### config.mk
export PLATFORM = sky130hd
export DESIGN_NAME = reg_writeback_unit
export DESIGN_NICKNAME = d
export VERILOG_FILES = /design/src/rtl/reg_writeback_unit.sv
export SDC_FILE = /design/constraint.sdc
export NUM_CORES = 1
export LEC_CHECK = 0
export CAP_MARGIN = 20
export CORE_MARGIN = 1
export CORE_UTILIZATION = 30
export CTS_CLUSTER_SIZE = 40
export DETAILED_ROUTE_END_ITERATION = 10
export PLACE_DENSITY = 0.54
export SLEW_MARGIN = 0
export SYNTH_ARGS = -nofsm -noshare
export SYNTH_HDL_FRONTEND = slang
export SYNTH_SLANG_ARGS = --single-unit
### constraint.sdc
create_clock -name clk -period 2.8 [get_ports clk]
set_input_delay 0.56 -clock clk [delete_from_list [all_inputs] [get_ports clk]]
set_output_delay 0.56 -clock clk [all_outputs]
set_load 0.01 [all_outputs]
### src/rtl/reg_writeback_unit.sv
// Register-file write side: merges one-beat ALU results and lane-by-lane loads into a single write port.
// Latency: ALU accept -> write next cycle; final load beat -> write two cycles later. Both inputs stall only in FULL.
module reg_writeback_unit #(
    parameter int REGISTER_SIZE  = 16,
    parameter int VECTOR_SIZE    = 4,
    parameter int SELECTION_BITS = 2
) (
    input  logic                                   clk,
    input  logic                                   reset,
    input  logic                                   alu_valid,
    output logic                                   alu_ready,
    input  logic [SELECTION_BITS-1:0]              alu_dest,
    input  logic [VECTOR_SIZE*REGISTER_SIZE-1:0]   alu_data,
    input  logic                                   mem_valid,
    output logic                                   mem_ready,
    input  logic [SELECTION_BITS-1:0]              mem_dest,
    input  logic [REGISTER_SIZE-1:0]               mem_lane_data,
    output logic                                   regWrEnSc,
    output logic                                   regWrEnVec,
    output logic [SELECTION_BITS-1:0]              regToWrite,
    output logic [VECTOR_SIZE*REGISTER_SIZE-1:0]   dataIn,
    output logic                                   wb_pending,
    output logic [SELECTION_BITS-1:0]              wb_pending_dest
);
    localparam int DW = VECTOR_SIZE * REGISTER_SIZE;
    localparam int CW = (VECTOR_SIZE > 1) ? $clog2(VECTOR_SIZE) : 1;
    localparam logic [CW-1:0] LAST_LANE = CW'(VECTOR_SIZE - 1);

    typedef enum logic [1:0] {IDLE, ASSEMBLE, FULL} state_t;

    state_t                    state_q;
    logic [CW-1:0]             lane_cnt_q;
    logic [DW-1:0]             buf_q;
    logic [SELECTION_BITS-1:0] dest_q;

    logic                      wr_sc_q, wr_vec_q, wr_sc_d, wr_vec_d;
    logic [SELECTION_BITS-1:0] wr_dest_q, wr_dest_d;
    logic [DW-1:0]             wr_data_q, wr_data_d;
    logic                      alu_fire, mem_fire;

    assign alu_ready       = (state_q != FULL);
    assign mem_ready       = (state_q != FULL);
    assign wb_pending      = (state_q != IDLE);
    assign wb_pending_dest = dest_q;
    assign alu_fire        = alu_valid && alu_ready;
    assign mem_fire        = mem_valid && mem_ready;

    assign regWrEnSc  = wr_sc_q;
    assign regWrEnVec = wr_vec_q;
    assign regToWrite = wr_dest_q;
    assign dataIn     = wr_data_q;

    // The buffered load owns the port in FULL; ALU is held off by alu_ready that cycle.
    always_comb begin
        wr_sc_d   = 1'b0;
        wr_vec_d  = 1'b0;
        wr_dest_d = wr_dest_q;
        wr_data_d = wr_data_q;
        if (state_q == FULL) begin
            wr_dest_d = dest_q;
            wr_data_d = buf_q;
            wr_sc_d   = dest_q[SELECTION_BITS-2];
            wr_vec_d  = !dest_q[SELECTION_BITS-2];
        end else if (alu_fire) begin
            wr_dest_d = alu_dest;
            wr_sc_d   = alu_dest[SELECTION_BITS-2];
            wr_vec_d  = !alu_dest[SELECTION_BITS-2];
            if (alu_dest[SELECTION_BITS-2])
                wr_data_d = {{(DW-REGISTER_SIZE){1'b0}}, alu_data[REGISTER_SIZE-1:0]};
            else
                wr_data_d = alu_data;
        end
    end

    always_ff @(posedge clk or negedge reset) begin
        if (!reset) begin
            wr_sc_q   <= 1'b0;
            wr_vec_q  <= 1'b0;
            wr_dest_q <= '0;
            wr_data_q <= '0;
        end else begin
            wr_sc_q   <= wr_sc_d;
            wr_vec_q  <= wr_vec_d;
            wr_dest_q <= wr_dest_d;
            wr_data_q <= wr_data_d;
        end
    end

    always_ff @(posedge clk or negedge reset) begin
        if (!reset) begin
            state_q    <= IDLE;
            lane_cnt_q <= '0;
            buf_q      <= '0;
            dest_q     <= '0;
        end else begin
            case (state_q)
                IDLE: begin
                    if (mem_fire) begin
                        dest_q <= mem_dest;
                        // Clearing the upper lanes keeps scalar loads zero-extended.
                        buf_q  <= {{(DW-REGISTER_SIZE){1'b0}}, mem_lane_data};
                        if (mem_dest[SELECTION_BITS-2]) begin
                            state_q <= FULL;
                        end else begin
                            lane_cnt_q <= CW'(1);
                            state_q    <= ASSEMBLE;
                        end
                    end
                end
                ASSEMBLE: begin
                    if (mem_fire) begin
                        buf_q[lane_cnt_q*REGISTER_SIZE +: REGISTER_SIZE] <= mem_lane_data;
                        if (lane_cnt_q == LAST_LANE) begin
                            lane_cnt_q <= '0;
                            state_q    <= FULL;
                        end else begin
                            lane_cnt_q <= lane_cnt_q + CW'(1);
                        end
                    end
                end
                FULL:    state_q <= IDLE;
                default: state_q <= IDLE;
            endcase
        end
    end
endmodule

## After elaboration in Yosys (flattened, before gate mapping)

Cells that the tools add are included.

| cells by class | value |
|---|---|
| shift-type cells | 2 |
| mux-type cells | 23 |
| add/subtract/negate cells | 2 |
| reductions and logical operators | 12 |
| equal/unequal tests | 8 |

Operators by type and width:

| cell | number |
|---|---|
| 64-bit two-way mux | 5 |
| 64-bit one-hot mux with 2 select lines | 1 |
| 64-bit bitwise mux | 1 |
| 16-bit by 34-bit variable shift with 64-bit output (first input constant) | 1 |
| 16-bit by 34-bit variable part select with 64-bit output | 1 |
| 6-bit negation with 34-bit output | 1 |
| 2-bit two-way mux | 10 |
| 2-bit inequality test (second input constant) | 5 |
| 2-bit one-hot mux with 2 select lines | 2 |
| 3-bit AND reduction | 2 |
| 2-bit nonzero test | 3 |
| 2-bit == test (second input constant) | 2 |
| 1-bit two-way mux | 4 |
| 4-bit AND reduction | 1 |
| 2-bit by 1-bit adder with 2-bit output (second input constant) | 1 |
| 2-bit by 1-bit == test with 1-bit output (second input constant) | 1 |
| 1-bit logical AND | 2 |
| 1-bit logical NOT | 2 |
| 2-bit logical NOT | 1 |
| 2-bit AND reduction | 1 |

| word-level totals | value |
|---|---|
| output and inout bits | 73 |
| input bits | 88 |
| word-level logic and storage cells | 55 |
| bits in registers | 138 |

## Depth between registers and ports, before layout

Gate-level depths: netlist (run 1).

| logic depth | value |
|---|---|
| depth in word-level cells | 5 |
| depth in mapped cells | 7 |
| depth with buffers taken out | 5 |

## Least setup slack after synthesis (run 1)

OpenSTA, ideal clock, no wires.

| timing path | value |
|---|---|
| kind | register to output |
| start point | register state_q[1] |
| end point | output mem_ready |
| cell stages (with the launch flop) | 6 |
| data arrival time | 1,330 ps |
| path buffers | 3 |
| slack | 910 ps |
| data required time | 2,240 ps |
| cells stage by stage | dfrtp_1 > nor2b_1 > buf_4 > inv_2 > clkbuf_1 > buf_4 |

| on the way | value |
|---|---|
| longest elaborated chain between the ends | 1 |

Ends and longest elaborated chain:

| item | RTL line | RTL |
|---|---|---|
| start, declared | 31 | `state_t state_q;` |
| start signal, assigned | 91 | `state_q <= IDLE;` |
| start signal, assigned | 103 | `state_q <= FULL;` |
| start signal, assigned | 106 | `state_q <= ASSEMBLE;` |
| 2-bit inequality test | n/a |  |
| end, declared | 15 | `output logic mem_ready,` |

No other way between the ends.

## Worst setup path in the final report (run 1)

| timing path | value |
|---|---|
| start point | register state_q[1] |
| end point | output alu_ready |

| on the way | value |
|---|---|
| longest elaborated chain between the ends | 1 |

Ends and longest elaborated chain:

| item | RTL line | RTL |
|---|---|---|
| 2-bit inequality test | 41 | `assign alu_ready = (state_q != FULL);` |
| end, declared | 11 | `output logic alu_ready,` |

No other way between the ends.

==> reports/metrics.yaml, run 1 <==
outcome:
  status: "finished clean"
hold_path:
  hp-class: "primary input to asynchronous set/reset pin"
placement:
  numPortBuffers: 160
  place_congestion: 0.841
  dpl.hpwl_um: 12400
  placed_cells: 945
  dp_slack_ns: 0.398
drt:
  wl_per_cell_um: 18.5
  first_pass_iters: 5
  routed_wirelength_um: 18100
  drt-initial-drc-count: 297
  drc: 0
  vias: 4870
  avgViaCountPerCell: 4.98
  ant_nets: 0
synth:
  ys.flop_type: "dfrtp_1"
  synth.avg_cell_area_sq_um: 10.9
  synth.largest_area_cell: "dfrtp_1"
  synth.cell_area_sq_um: 6080
  synth_cells: 556
  muxShareOfSynthArea: 0.0336
  synth_xor_area_frac: 0
  synth_compound_area_frac: 0.169
  async_flop_share: 1.00
  synth.distinct_cells: 36
  synth.top_cell.area_share: 0.568
  yosys.area_share.adder: 0.0124
  synth_top_family_by_area: "simple AND/OR/NAND/NOR gates"
  syn-num-nets: 650
  ys_seq_area_frac: 0.568
  synth_area_leaders: "dfrtp_1, a22o_1, nand3b_1"
  synth-edff-count: 0
  ys_warn_count: 0
  synth-simple-area-share: 0.172
  ys_seq_elements: 138
worst_setup_path:
  crit_chain: "nor2b_2, clkinv_2, clkdlybuf4s50_1"
  required_ns: 2.24
  critPathLaunch: "state_q[1]"
  path_class: "flop to output port"
  worstPathArrival_ns: 1.94
  crit_path_max_fanout: 9
  r2r-start: "lane_cnt_q[0]"
  max_stage_delay_ns: 0.51
  critPathSlowestCell: "clkdlybuf4s50_1"
  cp-start-kind: "flop"
  end_kind: "output port"
layout:
  finalCoreUtilization: 0.432
  most-common-layout-cells: "clkdlybuf4s50_1, dfrtp_1, nor2_1"
  layout_commonest_cell: "clkdlybuf4s50_1"
  drive_gt1_frac: 0.0787
  multi_input_area_sq_um: 2350
  seqCellArea_sq_um: 3450
  fillers: 1890
  area_delta_synth_final_pct: 39.8
  final_cells: 978
  fin_nets: 794
floorplan:
  top_level_ports: 161
  coreArea_sq_um: 19700
  die_h_um: 144
  die_area_sq_um: 20800
  start_util: 0.309
  die-width_um: 144
  num_rows: 51
clock_tree:
  cts_tree: "done"
  clk_path_buf_depth: 2
  ctsResizeCount: 0
  cts_setup_buffers: 0
  clock-sinks: 138
  clock_latency_ns: 0.42
  htree_levels: 4
  holdBufCountCts: 0
  root_buffer: "clkbuf_16"
  numCtsBuffers: 17
  clk_pin_slew_ns: 0.06
flow_run:
  timing.max_cap.violations: 0
timing:
  max_clock_freq_mhz: 400
  hold_violations: 0
  tns_ns: 0
  min_period_ns: 2.50
  skew_ns: 0.00747
  maxSlewViolCount: 0
  final-setup-viol-count: 0
  worst_pin_slew_ns: 0.962
  period_share: 0.893
  max-slew-margin-rel: 0.355
  timing.final.ws_setup_ns: 0.299
  rsz0062_at_grt: "no"
  hold_slack_ns: 0.105
grt:
  antenna_found_initial: 1
  first_global_vias: 5072
  grt_pass1_wl_um: 28700
  overflow: 0
  grt_max_degree: 93
  grt_use_total: 0.183
power:
  p_leak_nw: 3.71
  powerDensity_nw_per_um2: 924
  ir_drop_v: 0.000492
## logic make-up after synthesis
kind of cell | Yosys count
and+or+nand+nor | 195
DFF | 138
AOI/OAI and AO/OA | 142
adders and majority gates | 6
buffers and inverters | 55
muxes | 20
## worst paths after layout
kind,to,slack [ns],depth (start not counted)
min in group clk,buf_q[24],0.50,1
worst max register to register,buf_q[10],0.59,5
worst min-delay path,dataIn[20],0.10,1
worst max-delay path,alu_ready,0.30,3
worst min register to register,buf_q[24],0.50,1
max in group asynchronous,dataIn[40],1.98,2
## Yosys cell counts (2+ instances only)
cell / n
a31oi_1: 48
dfrtp_1: 138
buf_4: 7
nand2b_1: 23
o21ai_1: 3
o2bb2ai_1: 16
nor2_1: 50
nand3b_1: 47
buf_2: 16
nand2_1: 47
mux2i_1: 17
nand3_1: 16
and4_1: 2
mux2_2: 3
o21ai_0: 18
ha_1: 6
inv_1: 4
a22o_1: 48
nor2b_1: 3
clkbuf_1: 22
a21oi_1: 4
inv_2: 2
buf_6: 3
## per-layer routing
| metal | part of all wire | up-vias | GRT usage |
|---|---|---|---|
| met5 | 0 | - | 0 |
| met4 | 0.0072 | 0 | 0.0554 |
| met3 | 0.065 | 9 | 0.0397 |
| met2 | 0.44 | 162 | 0.277 |
| met1 | 0.48 | 2402 | 0.261 |
| li1 | - | 2297 | - |
## worst max-delay path, delay by kind of cell (launching register included)
| kind | cells | cell delay [ns] |
|---|---|---|
| buffers and inverters | 2 | 0.70 |
| DFF | 1 | 0.46 |
| and+or+nand+nor | 1 | 0.35 |
## registers in the layout (all words and copies together) (netlist names)
name	cells
state_q	2
dataIn	64
wb_pending_dest	2
lane_cnt_q	2
regWrEnSc	1
regWrEnVec	1
regToWrite	2
buf_q	64
## through the flow
stage	total power (W)	instance area, sq um
after floorplan	0.00425	6080
after global placement	0.00550	7860
after detailed placement	0.00558	7870
after CTS	0.00792	8480
after global routing	0.00830	8490
final	0.00785	8490
## power breakdown
part / switching (W) / internal [W]
Clock: 0.000824 / 0.00147
Combinational: 0.00120 / 0.00130
Sequential: 0.000436 / 0.00262
Total: 0.00246 / 0.00539
## area by class of cell
class                           count  share of cell area
Clock buffer                       26              0.0623
Multi-Input combinational cell    363               0.277
Clock inverter                      5             0.00957
Antenna cell                        1            0.000295
Sequential cell                   138               0.407
Tap cell                          265              0.0390
Inverter                            6             0.00280
Timing Repair Buffer              174               0.203
Note: power is estimated with default switching activity, not from simulation.
==> run 2: changes to the inputs <==
==> constraint.sdc (replaced) <==
create_clock -name clk -period 3.19 [get_ports clk]
set_input_delay 0.638 -clock clk [delete_from_list [all_inputs] [get_ports clk]]
set_output_delay 0.638 -clock clk [all_outputs]
set_load 0.01 [all_outputs]
==> reports/metrics.yaml, run 2 (synthesis gave the netlist of run 1 again) <==
outcome:
  status: "finished clean"
placement:
  dpl.hpwl_um: 12200
  dp_slack_ns: 0.628
  place_congestion: 0.802
  numPortBuffers: 160
  placed_cells: 940
clock_tree:
  ctsResizeCount: 0
  clk_path_buf_depth: 2
  htree_levels: 4
  clock-sinks: 138
  cts_tree: "done"
  numCtsBuffers: 17
  clock_latency_ns: 0.42
  clk_pin_slew_ns: 0.06
  holdBufCountCts: 0
  cts_setup_buffers: 0
  root_buffer: "clkbuf_16"
timing:
  timing.final.ws_setup_ns: 0.640
  max-slew-margin-rel: 0.279
  final-setup-viol-count: 0
  hold_violations: 0
  period_share: 0.799
  worst_pin_slew_ns: 1.07
  min_period_ns: 2.55
  skew_ns: 0.0118
  rsz0062_at_grt: "no"
  max_clock_freq_mhz: 392
  tns_ns: 0
  maxSlewViolCount: 0
grt:
  antenna_found_initial: 0
  first_global_vias: 4917
  overflow: 0
  grt_max_degree: 96
  grt_use_total: 0.179
  grt_pass1_wl_um: 28000
layout:
  finalCoreUtilization: 0.429
  antennaDiodeCount: 0
  layout_commonest_cell: "clkdlybuf4s50_1"
  fillers: 1905
  drive_gt1_frac: 0.0707
  most-common-layout-cells: "clkdlybuf4s50_1, dfrtp_1, nor2_1"
  fin_nets: 789
  final_cells: 972
  area_delta_synth_final_pct: 38.7
power:
  powerDensity_nw_per_um2: 808
  switchingPower_w: 0.00214
  p_leak_nw: 3.68
  ir_drop_v: 0.000433
  power.share.clock: 0.290
  pwr-share-seq: 0.393
  p_int_w: 0.00467
  power.total_w: 0.00681
  switching_share: 0.314
  pwr-share-comb: 0.318
drt:
  avgViaCountPerCell: 4.98
  routed_wirelength_um: 17800
  vias: 4843
  drt-initial-drc-count: 396
  ant_nets: 0
  first_pass_iters: 5
  drc: 0
  wl_per_cell_um: 18.4
worst_setup_path:
  cp-start-kind: "flop"
  worst-r2r-setup-slack_ns: 0.91
  required_ns: 2.55
  worstPathArrival_ns: 1.91
  crit_path_max_fanout: 9
  path_class: "flop to output port"
  end_kind: "output port"
floorplan:
  die_h_um: 144
  num_rows: 51
  top_level_ports: 161
  die-width_um: 144
  coreArea_sq_um: 19700
  die_area_sq_um: 20800
  start_util: 0.309
flow_run:
  timing.max_cap.violations: 0
hold_path:
  hp-class: "primary input to asynchronous set/reset pin"
[run 2: stage by stage]
stage	hold slack (ns)	cell area (sq um)
after floorplan	0.342	6080
after global placement	0.480	7830
after detailed placement	0.477	7830
after CTS	0.151	8420
after global routing	0.159	8430
final	0.149	8430
[run 2: cell type report]
class / instances / area [sq um] / area share
well taps: 265 / 332 / 0.0393
clock buffers: 25 / 505 / 0.0599
repair buffers: 169 / 1680 / 0.199
flip-flops and latches: 138 / 3450 / 0.410
clock inverters: 6 / 86.3 / 0.0102
multi-input cells: 363 / 2350 / 0.279
inverters: 6 / 23.8 / 0.00282
[run 2: path summary, 6_finish.rpt]
check / end / startpoint / depth (start not counted)
worst max-delay path: alu_ready / state_q[1] / 3
worst min-delay path: dataIn[52] / reset / 1
worst max register to register: buf_q[52] / lane_cnt_q[0] / 5
worst min register to register: buf_q[13] / buf_q[13] / 1
max in group asynchronous: regToWrite[0] / reset / 2
min in group clk: buf_q[13] / buf_q[13] / 1
[run 2: metal layers]
| layer | vias up | part of all wire | track usage |
|---|---|---|---|
| li1 | 2276 | - | - |
| met1 | 2376 | 0.49 | 0.257 |
| met2 | 174 | 0.44 | 0.268 |
| met3 | 17 | 0.061 | 0.0401 |
| met4 | 0 | 0.012 | 0.0565 |
| met5 | - | 0 | 0 |
[run 2: critical path: stages, from the launching register on]
cell and delay, ns:
dfrtp_1 0.47, nor2b_2 0.33, clkinv_2 0.19, clkdlybuf4s50_1 0.51
[run 2: power by group through the flow]
stage / Combinational, W / Sequential (W) / Clock, W
after floorplan: 0.000986 / 0.00274 / 0
final: 0.00216 / 0.00267 / 0.00197
after global routing: 0.00237 / 0.00275 / 0.00211
after CTS: 0.00218 / 0.00268 / 0.00202
after detailed placement: 0.00216 / 0.00270 / 0
after global placement: 0.00212 / 0.00270 / 0
